$ cat config.mk
export PLATFORM = sky130hd
export DESIGN_NAME = dice_display_scan
export DESIGN_NICKNAME = d
export VERILOG_FILES = /design/src/rtl/dice_pkg.sv /design/src/rtl/seg7_decode.sv /design/src/rtl/dice_display_scan.sv
export SDC_FILE = /design/constraint.sdc
export NUM_CORES = 1
export LEC_CHECK = 0
export BUFFER_PORTS_ARGS = -buffer_cell sky130_fd_sc_hd__buf_2
export CAP_MARGIN = 5
export CORE_UTILIZATION = 26
export CTS_BUF_LIST = sky130_fd_sc_hd__clkbuf_16
export CTS_CLUSTER_SIZE = 28
export DETAILED_ROUTE_END_ITERATION = 6
export GPL_ROUTABILITY_DRIVEN = 1
export PLACE_DENSITY_LB_ADDON = 0.15
export REMOVE_ABC_BUFFERS = 1
export SLEW_MARGIN = 20
export SYNTH_ARGS = -nofsm -noshare
export SYNTH_HDL_FRONTEND = slang
export SYNTH_SLANG_ARGS = --single-unit
$ cat constraint.sdc
create_clock -name clk -period 5.3 [get_ports clk]
set_input_delay 0.265 -clock clk [delete_from_list [all_inputs] [get_ports clk]]
set_output_delay 0.265 -clock clk [all_outputs]
set_load 0.05 [all_outputs]
$ cat src/rtl/dice_pkg.sv
// Shared definitions for the dice roller display path: scan states, blank/error
// codes and the 7-segment digit patterns (bit order dp,g,f,e,d,c,b,a).
package dice_pkg;

    typedef enum logic [1:0] {
        GAP0 = 2'd0,
        ONES = 2'd1,
        GAP1 = 2'd2,
        TENS = 2'd3
    } scan_state_t;

    localparam logic [3:0] BLANK    = 4'd15;
    localparam logic [7:0] SEG_DASH = 8'h40;
    localparam logic [7:0] SEG_OFF  = 8'h00;

    localparam logic [7:0] SEG_0 = 8'h3F;
    localparam logic [7:0] SEG_1 = 8'h06;
    localparam logic [7:0] SEG_2 = 8'h5B;
    localparam logic [7:0] SEG_3 = 8'h4F;
    localparam logic [7:0] SEG_4 = 8'h66;
    localparam logic [7:0] SEG_5 = 8'h6D;
    localparam logic [7:0] SEG_6 = 8'h7D;
    localparam logic [7:0] SEG_7 = 8'h07;
    localparam logic [7:0] SEG_8 = 8'h7F;
    localparam logic [7:0] SEG_9 = 8'h6F;

    // Anything outside 0-9 maps to the error dash; callers handle BLANK first.
    function automatic logic [7:0] digit_pattern(input logic [3:0] v);
        case (v)
            4'd0:    return SEG_0;
            4'd1:    return SEG_1;
            4'd2:    return SEG_2;
            4'd3:    return SEG_3;
            4'd4:    return SEG_4;
            4'd5:    return SEG_5;
            4'd6:    return SEG_6;
            4'd7:    return SEG_7;
            4'd8:    return SEG_8;
            4'd9:    return SEG_9;
            default: return SEG_DASH;
        endcase
    endfunction

endpackage

$ cat src/rtl/seg7_decode.sv
// Combinational BCD-to-7-segment decoder with blank, leading-zero blank and
// error-dash handling.
module seg7_decode
    import dice_pkg::*;
(
    input  logic [3:0] val,
    input  logic       zero_blank,
    output logic [7:0] pat
);

    always_comb begin
        pat = SEG_DASH;
        if (val == BLANK || (zero_blank && val == 4'd0)) begin
            pat = SEG_OFF;
        end else if (val <= 4'd9) begin
            pat = digit_pattern(val);
        end
    end

endmodule

$ cat src/rtl/dice_display_scan.sv
// Two-digit multiplexed 7-segment scan controller: per-frame digit snapshot,
// blanking gaps, brightness PWM and board polarity straps.
module dice_display_scan
    import dice_pkg::*;
#(
    parameter int SLOT_CYCLES = 1024,
    parameter int GAP_CYCLES  = 16
) (
    input  logic       clk,
    input  logic       rst_n,
    input  logic [3:0] digit1,
    input  logic [3:0] digit10,
    input  logic       com_pol,
    input  logic       seg_pol,
    input  logic       lz_blank,
    input  logic [2:0] bright,
    output logic [7:0] seg,
    output logic [1:0] com,
    output logic [1:0] com_oe,
    output logic       frame
);

    localparam int CW      = $clog2(SLOT_CYCLES) + 1;
    localparam int ON_STEP = SLOT_CYCLES / 8;
    localparam logic [CW-1:0] SLOT_LAST = CW'(SLOT_CYCLES - 1);
    localparam logic [CW-1:0] GAP_LAST  = CW'(GAP_CYCLES - 1);

    scan_state_t   state, state_next;
    logic [CW-1:0] cnt, cnt_next;
    logic [CW-1:0] on_t, on_t_next;
    logic          started;
    logic          snap_take, enter_slot;
    logic [3:0]    snap1, snap10;
    logic [3:0]    dec_val;
    logic          dec_zero_blank;
    logic [7:0]    dec_pat;
    logic [7:0]    lit, lit_next;
    logic [1:0]    act, act_next;

    always_comb begin
        state_next = state;
        cnt_next   = cnt + CW'(1);
        case (state)
            GAP0:    if (cnt == GAP_LAST)  state_next = ONES;
            ONES:    if (cnt == SLOT_LAST) state_next = GAP1;
            GAP1:    if (cnt == GAP_LAST)  state_next = TENS;
            TENS:    if (cnt == SLOT_LAST) state_next = GAP0;
            default: state_next = GAP0;
        endcase
        if (state_next != state) begin
            cnt_next = '0;
        end
    end

    // The first edge after reset release counts as a GAP0 entry so the first
    // frame behaves exactly like every later one.
    assign snap_take  = !started || (state == TENS && state_next == GAP0);
    assign enter_slot = started && (state_next != state) &&
                        (state_next == ONES || state_next == TENS);
    assign on_t_next  = CW'((int'(bright) + 1) * ON_STEP);

    assign dec_val        = (state == TENS) ? snap10 : snap1;
    assign dec_zero_blank = (state == TENS) && lz_blank;

    seg7_decode u_decode (
        .val        (dec_val),
        .zero_blank (dec_zero_blank),
        .pat        (dec_pat)
    );

    always_comb begin
        lit_next = '0;
        act_next = '0;
        if ((state == ONES || state == TENS) && cnt < on_t) begin
            lit_next = dec_pat;
            act_next = (state == ONES) ? 2'b01 : 2'b10;
        end
    end

    always_ff @(posedge clk or negedge rst_n) begin
        if (!rst_n) begin
            state   <= GAP0;
            cnt     <= '0;
            started <= 1'b0;
            frame   <= 1'b0;
        end else begin
            started <= 1'b1;
            frame   <= snap_take;
            if (started) begin
                state <= state_next;
                cnt   <= cnt_next;
            end
        end
    end

    // Output stage: registered lit/act, one cycle behind the scan state.
    always_ff @(posedge clk or negedge rst_n) begin
        if (!rst_n) begin
            snap1  <= BLANK;
            snap10 <= BLANK;
            on_t   <= '0;
            lit    <= '0;
            act    <= '0;
        end else begin
            if (snap_take) begin
                snap1  <= digit1;
                snap10 <= digit10;
            end
            if (enter_slot) begin
                on_t <= on_t_next;
            end
            lit <= lit_next;
            act <= act_next;
        end
    end

    assign seg    = seg_pol ? lit : ~lit;
    assign com    = com_pol ? act : ~act;
    assign com_oe = {2{started}};

endmodule

# Word-level counts from Yosys, hierarchy flattened
# Memory sizes are Yosys's and may differ from the RTL's.
# Cells that the tools add are included.
# totals
rom_bits,112
ff_bits,37
wordCells,53
out_inout_bits,13
input_bits,16
n_memories,1
# memory_table
memory,words,word_bits,rd,rd_ports_with_merged_regs,write_ports,line_no,text
(no name shown),16,7,1,0,0,dice_pkg.sv:29,case (v)
# classes
magnitude_cmp,2
n_bitwise,2
reduce_logical,14
n_mux,14
n_addsub,2
n_eq_ne,9
# op_table
operator,n
8-bit two-way mux,4
2-bit two-way mux,7
"11-bit by 1-bit adder with 11-bit output, second input constant",1
"11-bit by 10-bit equality test with 1-bit output, second input constant",1
"11-bit by 4-bit equality test with 1-bit output, second input constant",1
11-bit < comparator,1
11-bit two-way mux,1
8-bit inverter,1
2-bit one-hot mux with 4 select lines,1
"2-bit equality test, second input constant",3
1-bit logical AND,6
"3-bit by 1-bit adder with 4-bit output, second input constant",1
"2-bit by 1-bit equality test with 1-bit output, second input constant",2
"4-bit equality test, second input constant",1
"4-bit less-or-equal comparator, second input constant",1
2-bit logical NOT,2
4-bit logical NOT,1
1-bit logical OR,4
4-bit two-way mux,1
2-bit inequality test,1
2-bit inverter,1
1-bit logical NOT,1

# Logic depth before layout (Yosys ltp)
# Gate-level depths: netlist of run 1.
# depth
word_depth,7
ltp_mapped,10
depth_no_buf,8

# Modules after synthesis
# A second synthesis of run 1 with hierarchy kept.
# hier_totals
hier_cells,204
area_unflattened_um2,2127.0
# by_module_without_submodules
mod,area_per_inst_um2,seq_area_each_um2,instances,cells_per_inst
dice_display_scan,1800.5,935.9,1,161
seg7_decode,326.6,0.0,1,43

# Least setup slack after synthesis of run 1
# OpenSTA, ideal clock, no wires.
# synth_path
path_kind,flip-flop to flip-flop
start,register state[0]
end,register lit[1]
path_buffers,1
required_ns,5.234
path_slack_ns,3.095
stages_incl_launch_ff,10
synth_period_minus_slack_ns,2.205
setup_ns,0.066
arrival_time_ns,2.139
cell_sequence,dfrtp_1 > buf_6 > nand2_1 > mux2_2 > inv_1 > ha_1 > nor2_1 > o21a_1 > a2111oi_2 > o21a_1
# synth_via
elab_chain_len,7
elab_cells_between_ends,15
cone_classes,order compare (1); eq/ne (3); mux (4); reduce/logical (6); memory (1)
# synth_rtl
element,line_no,text
"start, declared",dice_display_scan.sv:28,"scan_state_t state, state_next;"
"start signal, assigned",dice_display_scan.sv:90,state <= state_next;
"parallel branches: the longest is 6 deep, another holds memory read 16 x 7 bit",--,
8-bit two-way mux (*),dice_display_scan.sv:74,if ((state == ONES || state == TENS) && cnt < on_t) begin
via lit_next[1],dice_display_scan.sv:37,"logic [7:0] lit, lit_next;"
"end signal, assigned",dice_display_scan.sv:112,lit <= lit_next;
"end, declared",dice_display_scan.sv:37,
# Mark *: on every way through the listed nets, which the timed path passes.
# A chain may end at the register's enable or synchronous reset.

# Final worst setup path of run 1
# Same ends and word-level chain as after synthesis.

==> impl_summary.md, run 1 <==
Setup path
The slowest stage of the critical path belongs to the cell sky130_fd_sc_hd__dfrtp_1. STA classifies the critical path startpoint as a register. The highest fanout seen on the critical path is 9. The cell occurring most often along the worst timing path is sky130_fd_sc_hd__o21a_1. The worst setup path is of the register to register kind.

The signal on the critical path passes through nand2_1 > mux2_2 > inv_1 > ha_1 > nor2_1 > o21a_1 > a2111oi_2 > o21a_1. Data arrives at the worst endpoint at 2700 ps. For this run, the slowest stage of the critical path takes 470 ps. The worst setup path is captured at a register. The worst reg2reg path depth is 8.

For the worst setup path, the data required time is 5510 ps.

STA
The upper clock frequency limit is 401 MHz. The accumulated negative setup slack is 0 ps. The final critical path time including I/O delays and setup is 2490 ps.

Setup violations remaining at the end of the flow were counted as 0. The setup clock skew after layout is 3.97 ps. The number of hold violations in the final report is 0. Setup repair after global routing left no endpoint under its margin. The share of the clock period used by the worst path after layout is 47.0%. For the pin with the worst max-slew slack, the measured transition is 824 ps. The final count of pins violating max slew is 0. The post-layout worst setup margin is 2810 ps.

Headroom to the max-slew limit came out at 45.0%.

Die
The overall die area is 7940 µm². The die outline width is 89.1 µm. The die span in y is 89.1 µm.

The number of rows created at floorplan is 31. The count of pins on the block boundary is 29. For this configuration, the core starts out at a cell density of 27.0%. The floorplan core area is 7290 µm².

Drt
For this block, the routed nets add up to 3750 µm of wire. The iteration-0 DRC count of the detailed router is 52. For this run, design rule violations remaining after detail routing come to 0.

The ratio of routed vias to standard cells is 4.43. The via total after detailed routing is 1377. The mean routed wirelength per cell is 12.1 µm. The number of detailed-route iterations in the first pass is 4. The final antenna-violating net count is 0.

CTS
The CTS sink count is 36. The cell sitting at the root of the clock tree is a sky130_fd_sc_hd__clkbuf_16. In this run the number of H-tree levels came out at 2.

Hold repair after CTS inserted 0 buffers. TritonCTS built the clock tree. The maximum buffer depth of the clock tree is 2. The insertion delay to the later sink of the worst-skew pair is 270 ps. In this run, post-CTS repair resized a total of 0 instances.

The total clock buffers created by CTS is 5. The clock transition at the registers of the reported paths is 60 ps. The number of buffers added for setup after CTS is 0.

Layout
The library cells used most frequently in the layout, excluding fill and tap cells, are sky130_fd_sc_hd__dfrtp_1, sky130_fd_sc_hd__buf_2, sky130_fd_sc_hd__nor2_1. The fraction of final layout cells sized beyond drive strength 1 is 29.2%. The number of non-filler instances in the completed layout is 311. The repair_antennas step left the layout with diodes totalling 0. The layout filler cell count is 820. Once layout is complete, the utilization of the core stands at 32.2%. From synthesis to final layout, the design area changed by 19.2%. The cell area after layout is 2350 µm². At the end of the flow, the number of nets in the layout was 237.

Synthesis
The cell area that synthesis handed to floorplanning was 1970 µm². The share of the Yosys chip area taken by registers is 46.2%. For this run, the number of Yosys warnings is 0. The cell count after synthesis is 183.

In this run, synthesis inferred 0 flip-flops with an integrated enable. The number of different library cells used by synthesis comes to 44. Counting flops with an async set or reset pin after synthesis yields a share of 100%. Averaged over all synthesized cells, the footprint is 10.8 µm². The number of register bits inferred by synthesis is 36. The top flip-flop cell by instance count after synthesis is sky130_fd_sc_hd__dfrtp_1.

Pwr
The combinational power share is 31.0%. The total power divided by cell area is 458 nW/µm². Net switching is 36.0% of the power. For this design the static power due to leakage is 1.03 nW.

The cell-internal power is 0.690 mW. In this run, flip-flops and latches consume 38.7% of the power. The worst supply voltage drop on vdd is 0.184 mV.

The clock network fraction of total power is 30.3%. The switching power is 0.387 mW.

Place
Detailed placement finished with a half-perimeter wire length of 2760 µm. The final weighted congestion of routability-driven global placement is 0.743. OpenSTA, run right after detailed placement, puts the worst setup slack at 2830 ps. The number of placed instances, taps included, is 303. The count of input and output buffers is 28. The instance area after placement is 2190 µm².

GRT
The all-layer global routing usage is 10.9%. The largest net degree at the start of global routing is 37. The peak-usage layer in the global routing report is met2. For met1 alone, demand over resource in global routing was 15.5%.

The initial antenna violation count is 0. The via count of the first global-routing pass was 1347. The first-pass GRT wire length is 6580 µm. The leftover overflow at the end of global routing is 0. The global routing met2 resource utilization is 15.8%.

The routing usage on met3 is 3.23%.

Hold path
In this run the worst hold path is classified as input pin to asynchronous set/reset pin.

Status
The run finished with clean final reports.

Run
Max-cap violations in this run came to 0.
==> synthesized netlist by cell type (2+ instances only) <==
library cell | n | area, µm²
sky130_fd_sc_hd__ha_1 | 10 | 125
sky130_fd_sc_hd__nand2_1 | 14 | 52.6
sky130_fd_sc_hd__nand4_1 | 4 | 25.0
sky130_fd_sc_hd__o21ai_0 | 7 | 35.0
sky130_fd_sc_hd__dfstp_2 | 8 | 210
sky130_fd_sc_hd__a211oi_1 | 3 | 22.5
sky130_fd_sc_hd__xnor2_1 | 12 | 105
sky130_fd_sc_hd__buf_4 | 2 | 15.0
sky130_fd_sc_hd__o21a_1 | 4 | 30.0
sky130_fd_sc_hd__dfrtp_1 | 28 | 701
sky130_fd_sc_hd__a21oi_1 | 5 | 25.0
sky130_fd_sc_hd__mux2i_1 | 6 | 60.1
sky130_fd_sc_hd__o211ai_1 | 2 | 15.0
sky130_fd_sc_hd__clkbuf_1 | 2 | 7.51
sky130_fd_sc_hd__xor2_1 | 6 | 52.6
sky130_fd_sc_hd__nor2_1 | 16 | 60.1
sky130_fd_sc_hd__mux2_2 | 10 | 113
sky130_fd_sc_hd__inv_1 | 11 | 41.3
sky130_fd_sc_hd__buf_6 | 2 | 22.5
sky130_fd_sc_hd__nand3_1 | 5 | 25.0
sky130_fd_sc_hd__nor3_1 | 3 | 15.0
==> logic make-up (layout without fill, tap and decap cells) <==
kind of cell | after synthesis | count (layout) | synth area share [%]
simple gates | 53 | 53 | 14.2
mux | 17 | 17 | 9.45
xor+xnor | 18 | 18 | 7.99
other cells | 1 | 1 | 0.190
flops | 36 | 36 | 46.2
compound gates | 30 | 30 | 11.0
buf+inv | 18 | 47 | 4.63
fa+ha+maj | 10 | 10 | 6.35
==> power groups by stage <==
stage	registers [mW]	logic (mW)	clock network, mW
after floorplan	0.408	0.267	0
final	0.416	0.334	0.327
after global routing	0.430	0.376	0.344
after detailed placement	0.420	0.338	0
after global placement	0.422	0.338	0
after CTS	0.417	0.339	0.336
==> through the flow <==
stage                     total power, mW  hold slack (ps)
after floorplan                     0.675            -30.6
after global placement              0.760              417
after detailed placement            0.758              420
after CTS                            1.09              126
after global routing                 1.15              177
final                                1.08             90.2
==> layout make-up <==
class,instances,area [µm²],area share (%)
tap,99,124,5.27
clock inverter,3,38.8,1.65
sequential,36,911,38.8
timing repair buffer,28,140,5.96
inverter,11,41.3,1.76
clock buffer,5,125,5.32
multi-input combinational,129,970,41.3
==> worst max-delay path: cells and delay by family (launching register included) <==
| kind | cells | cell delay [ps] |
|---|---|---|
| DFF | 1 | 470 |
| adders and majority gates | 1 | 250 |
| buffers and inverters | 1 | 110 |
| and+or+nand+nor | 2 | 380 |
| AOI/OAI and AO/OA | 3 | 810 |
| muxes | 1 | 410 |
==> final timing paths <==
kind	start	endpoint	slack, ps
setup / recovery	state[0]	lit[1]	2810
hold / removal	rst_n	lit[0]	90
setup reg to reg	state[0]	lit[1]	2810
hold reg to reg	cnt[6]	cnt[6]	530
max in group asynchronous	rst_n	cnt[8]	4690
min in group clk	bright[0]	on_t[7]	190
==> flip-flops by register name (all words and copies together) (netlist names) <==
signal and cells:
started 1, on_t 4, snap10 4, lit 7, frame 1, snap1 4
act 2, cnt 11, state 2
==> per-layer routing <==
layer	routed length (µm)	vias up
met5	0	-
met4	57	0
met3	150	5
met2	1570	31
met1	1970	652
li1	-	689
(Power assumes the default switching activity.)
==> run 2: changes to the inputs <==
==> constraint.sdc (replaced) <==
create_clock -name clk -period 2.2 [get_ports clk]
set_input_delay 0.11 -clock clk [delete_from_list [all_inputs] [get_ports clk]]
set_output_delay 0.11 -clock clk [all_outputs]
set_load 0.05 [all_outputs]
==> run 2 against run 1 <==
Against the previous run: maximum frequency rose by 22%; clock power rose by 150%; sequential power rose by 140%; sequential cell count did not move; die area did not move; combinational power rose to 2.6 times the previous value; core utilization rose by 1.3 points; critical path depth did not move; design area rose by 4.1%; register-to-register slack got worse by 2600 ps; sequential share of layout area fell by 1.5 points; largest cell class unchanged.
==> impl_summary.md, run 2 (synthesis results as in run 1) <==
Status
The run finished with clean final reports.

Setup path
The worst setup path is captured at a register. For the worst setup path, the data arrival time is 2260 ps. The highest fanout seen on the critical path is 6.

The worst endpoint required time is 2420 ps. Walking the worst path, the cells encountered are nand2_1 > mux2_2 > inv_1 > ha_1 > nor2_1 > o21a_1 > a2111oi_4 > o21a_1. The maximum cell stage delay along the critical path is 430 ps. The slowest stage of the critical path belongs to the cell sky130_fd_sc_hd__dfrtp_1. The startpoint type of the worst setup path is a register. The kind of critical path is register to register. The cell that appears most often on the critical path is sky130_fd_sc_hd__o21a_1.

Drt
For this run, design rule violations remaining after detail routing come to 0. The count of nets left with antenna violations once routing finished came out at 0. The via total after detailed routing is 1395.

Using the TritonRoute via totals, the vias-per-cell ratio works out to 4.35. Before antenna repair, the detailed router went through 4 iterations. The mean routed wirelength per cell is 12.3 µm. The final layout contains routed wiring with a total length of 3940 µm.

The iteration-0 DRC count of the detailed router is 68.

GRT
Global routing used 11.3% of the available tracks across all layers. Entering global routing, the biggest net connects 37 pins. The first global-routing pass estimated 6720 µm of wire. The via count of the first global-routing pass is 1331. The initial antenna violation count is 0. The leftover overflow at the end of global routing is 0.

Layout
The layout filler cell count is 795. The most flop-heavy register is cnt. The number of flip-flops in the largest register is 11.

The library cells used most frequently in the layout, excluding fill and tap cells, are sky130_fd_sc_hd__dfrtp_1, sky130_fd_sc_hd__buf_2, sky130_fd_sc_hd__nor2_1. The share of the core filled with cells in the final layout is 33.5%. The largest registers in the layout are cnt (11), lit (7).

The area growth from synthesis to layout is 24.0%. Of the cells placed in the final design, the portion with a size suffix greater than 1 is 32.4%. The number of nets in the finished design is 247. The number of diodes is 0.

Die
In this run the count of I/O pins placed on the die edge is 29. The die span in y is 89.1 µm. The die outline width is 89.1 µm. The overall die area is 7940 µm². The region available for standard cell placement spans 7290 µm².

The number of rows created at floorplan is 31. The initial standard-cell utilization of the core is 27.0%.

STA
Static timing analysis puts the maximum clock frequency at 491 MHz. The final critical path time including I/O delays and setup is 2040 ps. Dividing the final minimum period by the clock period gives 92.6%.

The final count of pins violating max slew is 0. The number of hold violations in the final report is 0. At the pin with the least slew margin, the transition time is 806 ps. Setup repair after global routing left no endpoint under its margin. Setup violations remaining at the end of the flow were counted as 0.

The tightest slew margin relative to the limit is 46.3%. The setup clock skew after layout is 5.51 ps. The accumulated negative setup slack is 0 ps.

Pwr
The switching power is 0.965 mW. The clock network burns 30.2% of the power. The total power divided by cell area is 1090 nW/µm².

Across the VDD grid, the largest voltage drop is 0.311 mV. The combinational power share is 32.9%. For this design the static power due to leakage is 1.08 nW. The internal portion of the total power is 1.70 mW.

In this run switching power makes up 36.2% of total power. The power share of the sequential group is 36.9%.

CTS
For this design, the sink count on the clock tree is 36. The total clock buffers created by CTS is 5. The maximum buffer depth of the clock tree is 2. The tree is rooted in a sky130_fd_sc_hd__clkbuf_16. After clock tree synthesis, the clock-pin slew on the worst setup and hold paths is 60 ps.

The number of buffers added for setup after CTS is 0. The maximum level of the CTS H-tree is 2. The clock reaches the later pin of the worst-skew pair after 280 ps. TritonCTS built the clock tree.

Hold path
The tightest min-delay check is of the input pin to register type.

Place
Input and output buffers added on the ports amount to 28. The HPWL after detailed placement is 2850 µm. The final weighted congestion of routability-driven global placement is 0.739.

Run
The count of max-cap constraint violations is 0.
## run 2: cell types whose count changed in the layout (fill, tap and decap cells not counted), sizes merged
| cell | change |
|---|---|
| buf | +9 |
| dlygate4sd3 | +1 |
## run 2: metrics by stage
step | hold slack [ps] | power [mW] | instances | setup slack (ps) | cell area, µm²
3_5_place_dp | 264 | 1.87 | 312 | 124 | 2250
5_1_grt | 43.3 | 2.83 | 321 | 14.9 | 2450
3_3_place_gp | 265 | 1.87 | 312 | 141 | 2250
6_report | 31.9 | 2.67 | 321 | 162 | 2450
2_1_floorplan | -186 | 1.63 | 176 | 10.3 | 1920
4_1_cts | 30.7 | 2.69 | 321 | 109 | 2430
## run 2: power by group through the flow
stage	logic, mW	clock network [mW]	registers, mW
2_1_floorplan	0.643	0	0.984
3_3_place_gp	0.871	0	0.997
3_5_place_dp	0.874	0	0.994
4_1_cts	0.879	0.824	0.984
5_1_grt	0.975	0.845	1.01
6_report	0.878	0.805	0.984
## run 2: what timing repair did
action	4_1_cts	5_1_grt
hold buffers	1	0
endpoints found under the setup margin	0	6
endpoints found under the hold margin	28	0
gates resized for setup	0	2
## run 2: per-layer routing
layer / GRT usage, % / routed length (µm) / vias up
li1: - / - / 706
met1: 16.8 / 2100 / 654
met2: 15.1 / 1630 / 28
met3: 3.23 / 145 / 7
met4: 4.62 / 65 / 0
met5: 0 / 0 / -
## run 2: layout make-up
| class | instances | area (µm²) | share of cell area [%] |
|---|---|---|---|
| multi-input cells | 129 | 988 | 40.4 |
| flip-flops and latches | 36 | 911 | 37.2 |
| repair buffers | 38 | 218 | 8.90 |
| clock buffers | 5 | 125 | 5.12 |
| well taps | 99 | 124 | 5.06 |
| inverters | 11 | 41.3 | 1.69 |
| clock inverters | 3 | 38.8 | 1.59 |
## run 2: worst max-delay path: cells and delay by family, from the launching register on
kind	cells	cell delay [ps]
buffers and inverters	1	100
muxes	1	360
AOI/OAI and AO/OA	3	730
adders and majority gates	1	190
and+or+nand+nor	2	160
DFF	1	430
## run 2: path summary, 6_finish.rpt
check / cells past startpoint / from / end / slack, ps
min: 2 / bright[0] / on_t[7] / 30
min in group asynchronous: 2 / rst_n / lit[0] / 460
max in group asynchronous: 2 / rst_n / cnt[1] / 1220
max: 8 / state[1] / lit[1] / 160
max reg2reg: 8 / state[1] / lit[1] / 160
min reg2reg: 1 / cnt[6] / cnt[6] / 520
==> run 3: changes to the inputs <==
--- a/config.mk
+++ b/config.mk
@@ -8,7 +8,7 @@
 export BUFFER_PORTS_ARGS = -buffer_cell sky130_fd_sc_hd__buf_2
 export CAP_MARGIN = 5
 export CORE_UTILIZATION = 26
-export CTS_BUF_LIST = sky130_fd_sc_hd__clkbuf_16
+export CTS_BUF_LIST = sky130_fd_sc_hd__clkbuf_2
 export CTS_CLUSTER_SIZE = 28
 export DETAILED_ROUTE_END_ITERATION = 6
 export GPL_ROUTABILITY_DRIVEN = 1
==> run 3 against run 2 <==
Against the previous run: core utilization rose by 0.21 points; power down 14%; count of clock-buffer cells in the layout rose by 1; sequential power barely moved; global-route usage grew 0.059 points; worst setup slack lost 24 ps; combinational power up 2%; clock skew grew 9.9 ps; wire length increased by 0.10%; sequential cell count stayed put; non-clock buffer count is 11 higher; largest power group unchanged.
==> impl_summary.md, run 3 (synthesis results as in run 1) <==
GRT
The first-pass GRT wire length is 6780 µm. The layer flagged by global routing as most heavily used is met1. The all-layer global routing usage is 11.4%.

The total overflow left after global routing is 0. The initial antenna violation count is 0. The global routing met2 resource utilization is 15.4%.

Global routing consumed, on the met1 layer, 16.8% of the routing resources. For this run, global-route usage on met3 was measured as 3.23%. The via count of the first global-routing pass was 1338. Entering global routing, the biggest net connects 37 pins.

CTS
The clock reaches the later pin of the worst-skew pair after 380 ps. The TritonCTS clock tree is done. The maximum level of the CTS H-tree is 2. The maximum buffer depth of the clock tree is 2. The master cell of the clock root buffer is sky130_fd_sc_hd__clkbuf_2. Buffers inserted during clock tree synthesis total 5. Counting every sink on the clock net gives 36. The clock transition at the registers of the reported paths is 200 ps.

Layout
Registers take 911 µm². The register with the most flip-flops in the layout has 11 of them. The area growth from synthesis to layout is 24.8%. The number of non-filler instances in the completed layout is 332. The fraction of final layout cells sized beyond drive strength 1 is 31.8%. Cells fill 33.8% of the core in the end.

The layout filler cell count is 793. For this run, the post-layout net count is 258. More flip-flops sit in one register than any other, and that register is cnt. The cell area after layout is 2460 µm². Leaving out fill and tap cells, the most frequent cells in the layout are sky130_fd_sc_hd__dfrtp_1, sky130_fd_sc_hd__buf_2, sky130_fd_sc_hd__nor2_1. The largest registers in the layout are cnt (11), lit (7). The number of diodes is 0. The area used by multi-input combinational logic is 992 µm².

Place
The half-perimeter wire length after placement is 2850 µm. The pre-CTS setup slack is 124 ps. The instance area after placement is 2250 µm². In this run, placement finished with an instance count of 312. The count of buffers added on input and output ports is 28. The final weighted congestion of routability-driven global placement is 0.739.

Hold path
In this run the worst hold path is classified as input pin to asynchronous set/reset pin.

Die
29 I/O pins were placed. The overall die area is 7940 µm². The die span in y is 89.1 µm. The die is 89.1 µm wide. After floorplanning, the core was sized to cover 7290 µm². The number of rows created at floorplan is 31. The initial standard-cell utilization of the core is 27.0%.

Setup path
STA classifies the critical path endpoint as a register. The maximum cell stage delay along the critical path is 470 ps. Traced cell by cell, the critical path runs through nand2_1 > mux2_2 > inv_1 > ha_1 > nor2_1 > o21a_1 > a2111oi_4 > o21a_1. Broken down by cell family, the worst path's largest delay share belongs to compound AO/OA/AOI/OAI gates.

The cell that appears most often on the critical path is sky130_fd_sc_hd__o21a_1. Together, buffers and inverters on the worst path number 1. At the worst endpoint, the required time is 2540 ps.

The arrival time of the worst setup path is 2400 ps. The kind of critical path is register to register. On the critical path, the stage with the largest delay is an instance of sky130_fd_sc_hd__dfrtp_1. The startpoint type of the worst setup path is a register. Of all nets on the critical path, the largest fanout is 6.

Pwr
The power consumption is 2.30 mW. The total leakage power is 1.09 nW. Power spread over the standard cell area amounts to 936 nW/µm².

VDD sags by at most 0.301 mV.

STA
In the final timing run, aggregate negative setup slack is 0 ps. At the pin with the least slew margin, the transition time is 815 ps. The upper clock frequency limit is 485 MHz. The number of hold violations in the final report is 0. Across the routed clock network, the largest skew measured is 15.4 ps. The share of the clock period used by the worst path after layout is 93.7%.

Final hold analysis gives a worst-case slack of 326 ps. The final setup violation count is 0. The clock period could shrink to 2060 ps. In this run the tightest slew margin relative to its limit is 45.6%. The post-layout worst setup margin is 138 ps.

Setup repair after global routing left no endpoint under its margin. The final count of pins violating max slew is 0.

Drt
Before antenna repair, the detailed router went through 4 iterations. In this run the remaining antenna-violating nets after routing total 0. For this run, design rule violations remaining after detail routing come to 0. The iteration-0 DRC count of the detailed router is 49. Dividing the detail-routed via count by the number of cells gives 4.30. The routed design has 3950 µm of wire. The routed layout has 1427 vias.

The mean routed wirelength per cell is 11.9 µm.

Run
The count of max-cap constraint violations is 0.

Status
The flow ran to the end, and the final reports show no timing, DRC or antenna violations.
run 3: layout make-up:
| type | count | area share, % |
|---|---|---|
| Timing Repair Buffer | 49 | 13.3 |
| Tap cell | 99 | 5.03 |
| Clock buffer | 6 | 1.22 |
| Multi-Input combinational cell | 129 | 40.3 |
| Sequential cell | 36 | 37.0 |
| Clock inverter | 2 | 1.42 |
| Inverter | 11 | 1.68 |
run 3: repair_timing:
action                                  4_1_cts  5_1_grt
gates resized for setup                       0        3
buffers inserted                              0        0
endpoints found under the setup margin        0        7
hold buffers                                 12        0
endpoints found under the hold margin        39        0
run 3: worst paths after layout:
| path | start | end | slack, ps | depth (start not counted) |
|---|---|---|---|---|
| max in group asynchronous | rst_n | cnt[5] | 1350 | 2 |
| setup / recovery | state[1] | lit[1] | 140 | 8 |
| hold / removal | rst_n | lit[0] | 330 | 2 |
| min in group clk | lz_blank | lit[3] | 390 | 5 |
| setup reg to reg | state[1] | lit[1] | 140 | 8 |
| hold reg to reg | cnt[6] | cnt[6] | 530 | 1 |
run 3: power by group:
part           switching [mW]  total (mW)  internal [mW]
Clock                   0.231       0.427          0.196
Sequential              0.142       0.981          0.839
Combinational           0.551       0.895          0.344
run 3: per-layer routing:
metal / share of wire, % / vias to the layer above
li1: - / 732
met3: 3.1 / 8
met5: 0 / -
met2: 41 / 28
met1: 54 / 659
met4: 2.0 / 0
